[src/rtl/alu_seq.sv]
// rtl/alu_seq.sv - registered ALU with operand/result handshakes and bit-serial shifter
module alu_seq #(
    parameter int WIDTH = 8
) (
    input  logic             clk,
    input  logic             rst_n,
    input  logic             in_valid,
    output logic             in_ready,
    input  logic [WIDTH-1:0] a,
    input  logic [WIDTH-1:0] b,
    input  logic [2:0]       fs,
    output logic             out_valid,
    input  logic             out_ready,
    output logic [WIDTH-1:0] y,
    output logic             c,
    output logic             v,
    output logic             n,
    output logic             z
);

    localparam int SHW = $clog2(WIDTH);

    localparam logic [2:0] OP_ADD = 3'b000;
    localparam logic [2:0] OP_SUB = 3'b001;
    localparam logic [2:0] OP_SHL = 3'b010;
    localparam logic [2:0] OP_SHR = 3'b011;
    localparam logic [2:0] OP_SAR = 3'b100;
    localparam logic [2:0] OP_AND = 3'b101;
    localparam logic [2:0] OP_OR  = 3'b110;
    localparam logic [2:0] OP_XOR = 3'b111;

    typedef enum logic [1:0] {
        IDLE  = 2'd0,
        SHIFT = 2'd1,
        DONE  = 2'd2
    } state_t;

    state_t           state;
    state_t           state_nx;
    logic [SHW-1:0]   cnt;
    logic [2:0]       sh_op;

    // Decode of the incoming operation
    logic             accept;
    logic             is_shift;
    logic [SHW-1:0]   amt;
    logic             is_sub;
    logic [WIDTH-1:0] b_eff;
    logic [WIDTH:0]   cin_ext;
    logic [WIDTH:0]   sum;

    // Single-cycle result for everything that does not need the shifter
    logic [WIDTH-1:0] acc_y;
    logic             acc_c;
    logic             acc_v;

    // One-bit shift step applied to the held y while in SHIFT
    logic [WIDTH-1:0] sh_y;
    logic             sh_c;

    assign in_ready  = (state == IDLE);
    assign out_valid = (state == DONE);
    assign accept    = in_valid && in_ready;

    assign is_shift  = (fs == OP_SHL) || (fs == OP_SHR) || (fs == OP_SAR);
    assign amt       = b[SHW-1:0];
    assign is_sub    = (fs == OP_SUB);
    assign b_eff     = is_sub ? ~b : b;
    assign cin_ext   = {{WIDTH{1'b0}}, is_sub};
    assign sum       = {1'b0, a} + {1'b0, b_eff} + cin_ext;

    // State register
    always_ff @(posedge clk or negedge rst_n) begin
        if (!rst_n) begin
            state <= IDLE;
        end else begin
            state <= state_nx;
        end
    end

    // Next-state: shifts with a non-zero amount detour through SHIFT
    always_comb begin
        state_nx = state;
        case (state)
            IDLE: begin
                if (in_valid) begin
                    if (is_shift && (amt != '0)) begin
                        state_nx = SHIFT;
                    end else begin
                        state_nx = DONE;
                    end
                end
            end
            SHIFT: begin
                if (cnt == SHW'(1)) begin
                    state_nx = DONE;
                end
            end
            DONE: begin
                if (out_ready) begin
                    state_nx = IDLE;
                end
            end
            default: state_nx = IDLE;
        endcase
    end

    // Latency-1 result and flags; a zero-amount shift passes a through with c=0
    always_comb begin
        acc_y = a;
        acc_c = 1'b0;
        acc_v = 1'b0;
        case (fs)
            OP_ADD, OP_SUB: begin
                acc_y = sum[WIDTH-1:0];
                acc_c = sum[WIDTH];
                acc_v = (a[WIDTH-1] == b_eff[WIDTH-1]) && (sum[WIDTH-1] != a[WIDTH-1]);
            end
            OP_AND:  acc_y = a & b;
            OP_OR:   acc_y = a | b;
            OP_XOR:  acc_y = a ^ b;
            default: acc_y = a;
        endcase
    end

    // One bit of shift per clock; SAR keeps the sign bit in place
    always_comb begin
        sh_y = y;
        sh_c = 1'b0;
        case (sh_op)
            OP_SHL: begin
                sh_y = {y[WIDTH-2:0], 1'b0};
                sh_c = y[WIDTH-1];
            end
            OP_SHR: begin
                sh_y = {1'b0, y[WIDTH-1:1]};
                sh_c = y[0];
            end
            OP_SAR: begin
                sh_y = {y[WIDTH-1], y[WIDTH-1:1]};
                sh_c = y[0];
            end
            default: begin
                sh_y = y;
                sh_c = 1'b0;
            end
        endcase
    end

    // Result/flag registers; held untouched in DONE until the consumer takes them
    always_ff @(posedge clk or negedge rst_n) begin
        if (!rst_n) begin
            y     <= '0;
            c     <= 1'b0;
            v     <= 1'b0;
            n     <= 1'b0;
            z     <= 1'b0;
            cnt   <= '0;
            sh_op <= OP_ADD;
        end else begin
            case (state)
                IDLE: begin
                    if (accept) begin
                        if (is_shift && (amt != '0)) begin
                            y     <= a;
                            c     <= 1'b0;
                            v     <= 1'b0;
                            cnt   <= amt;
                            sh_op <= fs;
                        end else begin
                            y <= acc_y;
                            c <= acc_c;
                            v <= acc_v;
                            n <= acc_y[WIDTH-1];
                            z <= (acc_y == '0);
                        end
                    end
                end
                SHIFT: begin
                    y   <= sh_y;
                    c   <= sh_c;
                    cnt <= cnt - SHW'(1);
                    if (cnt == SHW'(1)) begin
                        n <= sh_y[WIDTH-1];
                        z <= (sh_y == '0);
                    end
                end
                default: begin
                end
            endcase
        end
    end

endmodule

[config.mk]
export PLATFORM = sky130hd
export DESIGN_NAME = alu_seq
export DESIGN_NICKNAME = d
export VERILOG_FILES = /design/src/rtl/alu_seq.sv
export SDC_FILE = /design/constraint.sdc
export NUM_CORES = 1
export LEC_CHECK = 0
export CORE_MARGIN = 2
export CORE_UTILIZATION = 50
export CTS_CLUSTER_DIAMETER = 60
export DETAILED_ROUTE_END_ITERATION = 6
export PLACE_DENSITY_LB_ADDON = 0.1
export SLEW_MARGIN = 20
export SYNTH_ARGS = -nofsm -noshare
export SYNTH_HDL_FRONTEND = slang
export SYNTH_SLANG_ARGS = --single-unit
[constraint.sdc]
create_clock -name clk -period 2.94 [get_ports clk]
set_clock_uncertainty 0.1 [all_clocks]
set_input_delay 0.294 -clock clk [delete_from_list [all_inputs] [get_ports clk]]
set_output_delay 0.294 -clock clk [all_outputs]
set_load 0.03 [all_outputs]
==> results of run 1 <==
[per-layer routing]
layer,vias up,global-route usage (%),share of wire [%]
li1,1259,-,-
met1,1180,33.95,45
met2,66,44.25,49
met3,16,1.509,3.2
met4,0,8.687,2.7
met5,-,0,0
[flip-flops by register name (all words and copies together), names as in the netlist]
register  cells
c             1
cnt           3
n             1
sh_op         3
state         2
v             1
y             8
z             1
[cell type report]
class / instances / share of cell area [%]
multi-input combinational: 249 / 57.06
sequential: 20 / 15.70
inverter: 28 / 3.297
clock buffer: 4 / 1.727
timing repair buffer: 71 / 20.09
tap: 54 / 2.119
[worst min-delay path, stage by stage, from the launching register on]
cell and delay, ns:
dfrtp_1 0.35, nand2_1 0.05, o41ai_1 0.06
[final timing paths]
check                           end  depth (start not counted)
setup / recovery                  z                         11
hold / removal                    v                          2
setup reg to reg                  z                          6
hold reg to reg                   v                          2
max in group asynchronous      y[7]                          1
min in group asynchronous  sh_op[2]                          1
[cells by family (layout without fill, tap and decap cells)]
kind of cell / Yosys count / in the layout / synth area share (%)
buffers and inverters: 42 / 103 / 7.054
AOI/OAI and AO/OA: 102 / 102 / 29.71
muxes: 6 / 6 / 3.090
adders and majority gates: 26 / 26 / 13.70
and+or+nand+nor: 104 / 104 / 21.89
DFF: 20 / 20 / 20.60
xor gates and xnor gates: 11 / 11 / 3.965
[Yosys cell counts (all sizes together), types with 2 or more instances]
cell,count
a211o,2
a211oi,5
a21o,2
a21oi,16
a221oi,4
a31oi,4
a32o,2
and2,4
buf,6
clkbuf,8
dfrtp,20
ha,25
inv,28
mux2,2
mux2i,3
nand2,33
nand2b,13
nand3,4
nand4b,2
nor2,22
nor2b,9
nor3,3
nor3b,5
o2111ai,2
o21a,3
o21ai,26
o221a,4
o221ai,4
o22a,5
o22ai,7
o2bb2ai,3
o31ai,2
o41ai,2
or2,2
xnor2,9
xor2,2
[repair_timing]
item,4_1_cts,5_1_grt
hold buffers,0,0
gates resized for setup,0,10
setup buffers,0,2
endpoints found under the setup margin,0,4
[power by group]
| group | internal, mW | switching [mW] | leakage [nW] | total [mW] |
|---|---|---|---|---|
| Clock | 0.119 | 0.0955 | 0.0288 | 0.215 |
| Sequential | 0.399 | 0.204 | 0.243 | 0.603 |
| Combinational | 0.679 | 0.842 | 1.16 | 1.52 |
==> impl_metrics.yaml, run 1 <==
cts:
  cts_max_level: 1
  clock-root-buffer: "clkbuf_8"
  clk-insertion-delay-late_ns: 0.26
  cts.sinks: 20
  clk_path_buf_depth: 2
  cts_tree: "yes"
  cts.reportedPaths.clkPinSlew_ns: 0.08
  cts_inserted_buffers: 3
pwr:
  p_leak_nw: 1.436
  pwr_density_cell_nw_per_um2: 733.7
  peakVddDrop_mv: 0.4071
  total_power_mw: 2.339
critical_path:
  critPathSlowestCell: "or4_1"
  crit_path_end_kind: "register"
  slowest_delay_ns: 0.51
  path_class: "input pin to register"
  cp-start-kind: "input pin"
  critPathLaunch: "fs[0]"
  crit_path_cell_trace: "clkdlybuf4s50_1 -> and2_4 -> nand2_1 -> o21ai_2 -> fa_2 -> xnor2_2 -> o21ai_1 -> a221oi_2 -> nand2_1 -> or4_1 -> o31ai_1"
  cpMostUsedCell: "nand2_1"
  r2r_start: "sh_op[2]"
  reg2reg_slack_ns: 0.43
  critPathBufInv: 1
  worst_ep_arrival_time_ns: 2.84
  crit_family: "simple AND/OR/NAND/NOR gates"
  crit_required_ns: 3.02
  critPathMaxFanout: 4
min_path:
  hp-class: "register to register"
  hp-start: "v"
sta:
  fin_setup_tns_ns: 0
  fmax_ghz: 0.3619
  final-hold-violation-count: 0
  fin_crit_sh_pct: 93.98
  period_minus_slack_ns: 2.763
  slew_headroom_pct: 38.22
  worstMarginPinSlew_ns: 0.9238
  hold_ws_ns: 0.3909
  finalSetupViolCount: 0
  worst_slack_ns: 0.1769
  slew_viol_final: 0
synth:
  ys_types: 62
  synthTopCellsByArea: "dfrtp_1 21%, ha_1 13%, nand2_1 4.9%"
  ys_ff_latch: 20
  syn_inst: 311
  yosysTopAreaCell: "dfrtp_1"
  syn_nets: 360
  synth_edf_count: 0
  async_reset_ff_share_pct: 100.0
  syn_avg_cell_area_um2: 7.813
  yosys.area.top_type_share_pct: 20.60
  synthFlopType: "dfrtp_1"
  ys_seq_area_share_pct: 20.60
  syn-cell-area_um2: 2430
  yosysWarnings: 0
finish:
  nets: 422
  syn2layout_area_growth_pct: 31.21
  n_fill_cell: 406
  postLayoutCoreUtil_pct: 67.95
  regArea_um2: 500.5
  multi_input_area_um2: 1819
  layout-drive-gt1-share_pct: 16.13
  mostFrequentLayoutCells: "34 x clkdlybuf4s50_1, 34 x buf_4, 32 x nand2_1"
  final_cells: 426
  final_cell_area_um2: 3188
  n_antenna_cell: 0
global_routing:
  grt_pass1_vias: 2325
  grt_max_degree: 26
  track_usage_pct: 25.68
  antenna_found_initial: 0
  grt_first_pass_wirelength_um: 10920
  globalRoute.totalOverflow: 0
drt:
  first_pass_iters: 4
  ant_nets: 0
  routed_wl_um: 6663
  drcViolationCount: 0
  wire_per_inst_um: 15.64
  via_per_inst: 5.918
  drt-initial-drc-count: 157
  num_vias: 2521
die:
  ios: 37
  die_x_um: 73.71
  core_area_um2: 4692
  dieArea_um2: 5433
  die_y_um: 73.71
  num_rows: 25
  start_util_pct: 51.79
outcome:
  status: "completed"
placed_design:
  dpl_cell_area_um2: 3065
  dp_slack_ns: -0.1911
  io_buffers: 36
  dp.cells: 420
  hpwl_um: 5164
  routabilityCongestion: 0.8924
run:
  cap_violations: 0
No activity file was read; power rests on OpenSTA's default activity.
==> run 2, diff against run 1 <==
CTS_BUF_LIST = sky130_fd_sc_hd__clkbuf_16   (was unset)
==> impl_metrics.yaml, run 2 (synthesis gave the netlist of run 1 again) <==
outcome:
  status: "completed"
cts:
  cts_tree: "yes"
  clk-insertion-delay-late_ns: 0.25
  cts_inserted_buffers: 3
  clk_path_buf_depth: 2
  cts.reportedPaths.clkPinSlew_ns: 0.06
  hold_buffers: 0
  clock-root-buffer: "clkbuf_16"
  cts_max_level: 1
  cts.sinks: 20
critical_path:
  crit_path_end_kind: "register"
  r2r_cells: 6
  path_class: "input pin to register"
  reg2reg_slack_ns: 0.37
  reg2reg_to: "z"
  worst_ep_arrival_time_ns: 2.83
  r2r_start: "sh_op[2]"
  crit_required_ns: 3.00
  cp-start-kind: "input pin"
  critPathMaxFanout: 4
global_routing:
  grt_pass1_vias: 2337
  track_usage_pct: 25.85
  antenna_found_initial: 0
  grt_first_pass_wirelength_um: 11010
  grt_max_degree: 26
  globalRoute.totalOverflow: 0
drt:
  routed_wl_um: 6665
  drt-initial-drc-count: 177
  ant_nets: 0
  wire_per_inst_um: 15.65
  num_vias: 2548
  via_per_inst: 5.981
  drcViolationCount: 0
  first_pass_iters: 5
min_path:
  hp-class: "register to register"
  hold_path_end: "v"
  hp-start: "v"
  holdPathStages: 2
die:
  core_area_um2: 4692
  ios: 37
  dieArea_um2: 5433
  die_y_um: 73.71
  die_x_um: 73.71
  num_rows: 25
  start_util_pct: 51.79
finish:
  top_regs: "y x8, cnt x3, sh_op x3"
  largest_register: "y"
  mostFrequentLayoutCells: "34 x clkdlybuf4s50_1, 34 x buf_4, 31 x nand2_1"
  n_antenna_cell: 0
  largest_reg_flops: 8
  syn2layout_area_growth_pct: 32.29
  layout-drive-gt1-share_pct: 16.13
  nets: 422
  final_cell_area_um2: 3214
sta:
  fmax_ghz: 0.3621
  final-hold-violation-count: 0
  slew_viol_final: 0
  finalSetupViolCount: 0
  worst_slack_ns: 0.1784
  fin_crit_sh_pct: 93.93
  hold_ws_ns: 0.3859
  slew_headroom_pct: 38.44
  worstMarginPinSlew_ns: 0.9206
  period_minus_slack_ns: 2.762
pwr:
  pwr_density_cell_nw_per_um2: 749.3
  peakVddDrop_mv: 0.4321
  p_leak_nw: 1.446
  total_power_mw: 2.409
placed_design:
  dp_slack_ns: -0.1911
  io_buffers: 36
  dpl_cell_area_um2: 3065
  routabilityCongestion: 0.8924
  hpwl_um: 5164
run:
  cap_violations: 0
## run 2: cell count changes in the layout (fill, tap and decap cells not counted)
cell and change:
nand2_1 -1, nand2_2 +1, clkinv_1 +1, clkbuf_8 -4, clkbuf_16 +3
## run 2: worst max path at each step
stage,start,endpoint,slack (ns),cells past startpoint
final,fs[0],z,0.18,11
after global routing,fs[0],z,-0.01,11
after CTS,fs[2],z,0.07,11
after detailed placement,fs[2],z,-0.19,11
after global placement,fs[2],z,-0.10,11
after floorplan,fs[0],z,0.007,13
## run 2: worst max-delay path: stages
cell	delay (ns)
clkdlybuf4s50_1	0.42
and2_4	0.21
nand2_2	0.08
o21ai_2	0.07
fa_2	0.43
xnor2_2	0.17
o21ai_1	0.08
a221oi_2	0.25
nand2_1	0.08
or4_1	0.51
o31ai_1	0.24
## run 2: layout make-up
cell class | instances | area (µm²)
fill | 404 | 1478
tap | 54 | 67.56
sequential | 20 | 500.5
timing repair buffer | 71 | 640.6
multi-input combinational | 249 | 1822
clock buffer | 3 | 75.07
clock inverter | 1 | 3.754
inverter | 28 | 105.1
## run 2: routing by layer
layer	vias up	part of all wire [%]	global-route usage [%]
met5	-	0	0
met4	0	2.5	8.485
met3	14	4.1	1.509
met2	88	49	44.44
met1	1189	45	34.37
li1	1257	-	-
## run 2: metrics by stage
step	cells	utilization (%)	TNS, ns
finish	426	68.51	0
global route	426	68.51	-0.01251
CTS	424	67.01	0
detailed placement	420	65.33	-0.8960
global placement	420	65.33	-0.2364
floorplan	311	-	0
## run 2: repair_timing
| action | 4_1_cts | 5_1_grt |
|---|---|---|
| setup buffers | 0 | 2 |
| resized for setup | 0 | 11 |
| endpoints found under the setup margin | 0 | 5 |
## run 2: report_power, final
| part | switching [mW] | internal [mW] |
|---|---|---|
| Clock | 0.102 | 0.181 |
| Combinational | 0.841 | 0.679 |
| Sequential | 0.205 | 0.400 |
==> run 3, diff against run 2 <==
PLACE_DENSITY_LB_ADDON = 0.2   (was 0.1)
==> impl_metrics.yaml, run 3 (synthesis gave the netlist of run 1 again) <==
global_routing:
  use_met2_pct: 44.74
  grt_busiest_layer: "met2"
  antenna_found_initial: 0
  met3_usage_pct: 2.195
  met1_usage_pct: 34.20
  globalRoute.totalOverflow: 0
  track_usage_pct: 25.55
  grt_max_degree: 26
  grt_pass1_vias: 2304
  grt_first_pass_wirelength_um: 10930
cts:
  cts.reportedPaths.clkPinSlew_ns: 0.06
  cts_tree: "yes"
  hold_buffers: 0
  cts.sinks: 20
  cts_inserted_buffers: 3
  clk-insertion-delay-late_ns: 0.25
  clk_path_buf_depth: 2
  clock-root-buffer: "clkbuf_16"
  cts_max_level: 1
critical_path:
  critPathSlowestCell: "clkdlybuf4s50_1"
  crit_path_end_kind: "register"
  critPathMaxFanout: 3
  cpMostUsedCell: "o21ai_2"
  path_class: "input pin to register"
  r2r_start: "sh_op[1]"
  crit_required_ns: 3.00
  r2r_cells: 6
  worst_ep_arrival_time_ns: 2.70
  slowest_delay_ns: 0.48
  crit_path_cell_trace: "clkdlybuf4s50_1 -> inv_1 -> nand2_1 -> o21ai_2 -> fa_2 -> a211o_1 -> o21ai_2 -> xor2_1 -> o22ai_1 -> or4_1 -> o31ai_1"
  cp-start-kind: "input pin"
  crit_family: "compound AO/OA/AOI/OAI gates"
  critPathBufInv: 2
  reg2reg_slack_ns: 0.39
  reg2reg_to: "z"
die:
  ios: 37
  start_util_pct: 51.79
  die_y_um: 73.71
  dieArea_um2: 5433
  die_x_um: 73.71
  core_area_um2: 4692
  num_rows: 25
placed_design:
  dp_slack_ns: -0.2129
  routabilityCongestion: 0.8978
  hpwl_um: 5131
  io_buffers: 36
  dp.cells: 419
pwr:
  p_leak_nw: 1.453
  peakVddDrop_mv: 0.3679
  pwr_density_cell_nw_per_um2: 748.2
min_path:
  hp-start: "v"
  hp-class: "register to register"
  holdPathStages: 2
  hold_path_end: "v"
sta:
  slew_viol_final: 0
  finalSetupViolCount: 0
  rsz0062_at_grt: "false"
  fin_crit_sh_pct: 89.70
  worstMarginPinSlew_ns: 0.9592
  final-hold-violation-count: 0
  hold_ws_ns: 0.3961
  worst_slack_ns: 0.3027
  fin_setup_tns_ns: 0
  fmax_ghz: 0.3792
  period_minus_slack_ns: 2.637
  slew_headroom_pct: 35.85
finish:
  n_antenna_cell: 0
  multi_input_area_um2: 1818
  nets: 423
  mostFrequentLayoutCells: "35 x buf_4, 33 x clkdlybuf4s50_1, 32 x nand2_1"
  final_cells: 427
  largest_reg_flops: 8
  layout-drive-gt1-share_pct: 16.35
  largest_register: "y"
  n_fill_cell: 394
  syn2layout_area_growth_pct: 32.54
  final_common_cell: "buf_4"
  top_regs: "y x8, cnt x3, sh_op x3"
  regArea_um2: 500.5
drt:
  drcViolationCount: 0
  routed_wl_um: 6799
  wire_per_inst_um: 15.92
  via_per_inst: 5.932
  num_vias: 2533
  first_pass_iters: 5
  drt-initial-drc-count: 259
  ant_nets: 0
run:
  cap_violations: 0
outcome:
  status: "completed"
## run 3: worst reg2reg max path, stage by stage, from the launching register on
cell and delay, ns:
dfrtp_1 0.54, nand2b_1 0.44, nand2_1 0.26, o221a_2 0.35, a2111oi_0 0.50, a31oi_1 0.17
o31ai_1 0.09
## run 3: per-layer routing
metal,share of wire (%),vias up
li1,-,1259
met1,44,1200
met2,52,70
met3,3.8,4
met4,0.51,0
met5,0,-
## run 3: metrics by stage
stage / power (mW) / util [%] / area [µm²]
final: 2.410 / 68.64 / 3221
after global routing: 2.599 / 68.64 / 3221
after CTS: 2.378 / 66.85 / 3137
after detailed placement: 2.087 / 65.17 / 3058
after global placement: 2.055 / 65.17 / 3058
after floorplan: 1.573 / - / 2476
## run 3: worst max path at each step
stage | depth (start not counted) | to | slack (ns) | startpoint
2_1_floorplan | 13 | z | 0.007 | fs[0]
3_3_place_gp | 12 | y[7] | -0.1 | fs[1]
3_5_place_dp | 12 | z | -0.21 | fs[1]
4_1_cts | 12 | z | 0.05 | fs[1]
5_1_grt | 10 | z | 0.13 | b[1]
6_report | 11 | z | 0.30 | b[0]
## run 3: report_power, final
group	internal [mW]	switching [mW]	leakage [nW]	total (mW)
clock network	0.181	0.103	0.0385	0.284
registers	0.400	0.226	0.243	0.625
logic	0.686	0.814	1.17	1.50
total	1.27	1.14	1.45	2.41
## run 3: timing repair
item	4_1_cts	5_1_grt
gates resized for setup	0	12
setup endpoints to repair	0	5
buffers inserted	0	4
hold endpoints to repair	0	0
## run 3: cell type report
class	instances	share of cell area (%)
Multi-Input combinational cell	249	56.45
Timing Repair Buffer	72	20.20
Sequential cell	20	15.54
Inverter	28	3.263
Clock buffer	3	2.331
Tap cell	54	2.098
Clock inverter	1	0.1166
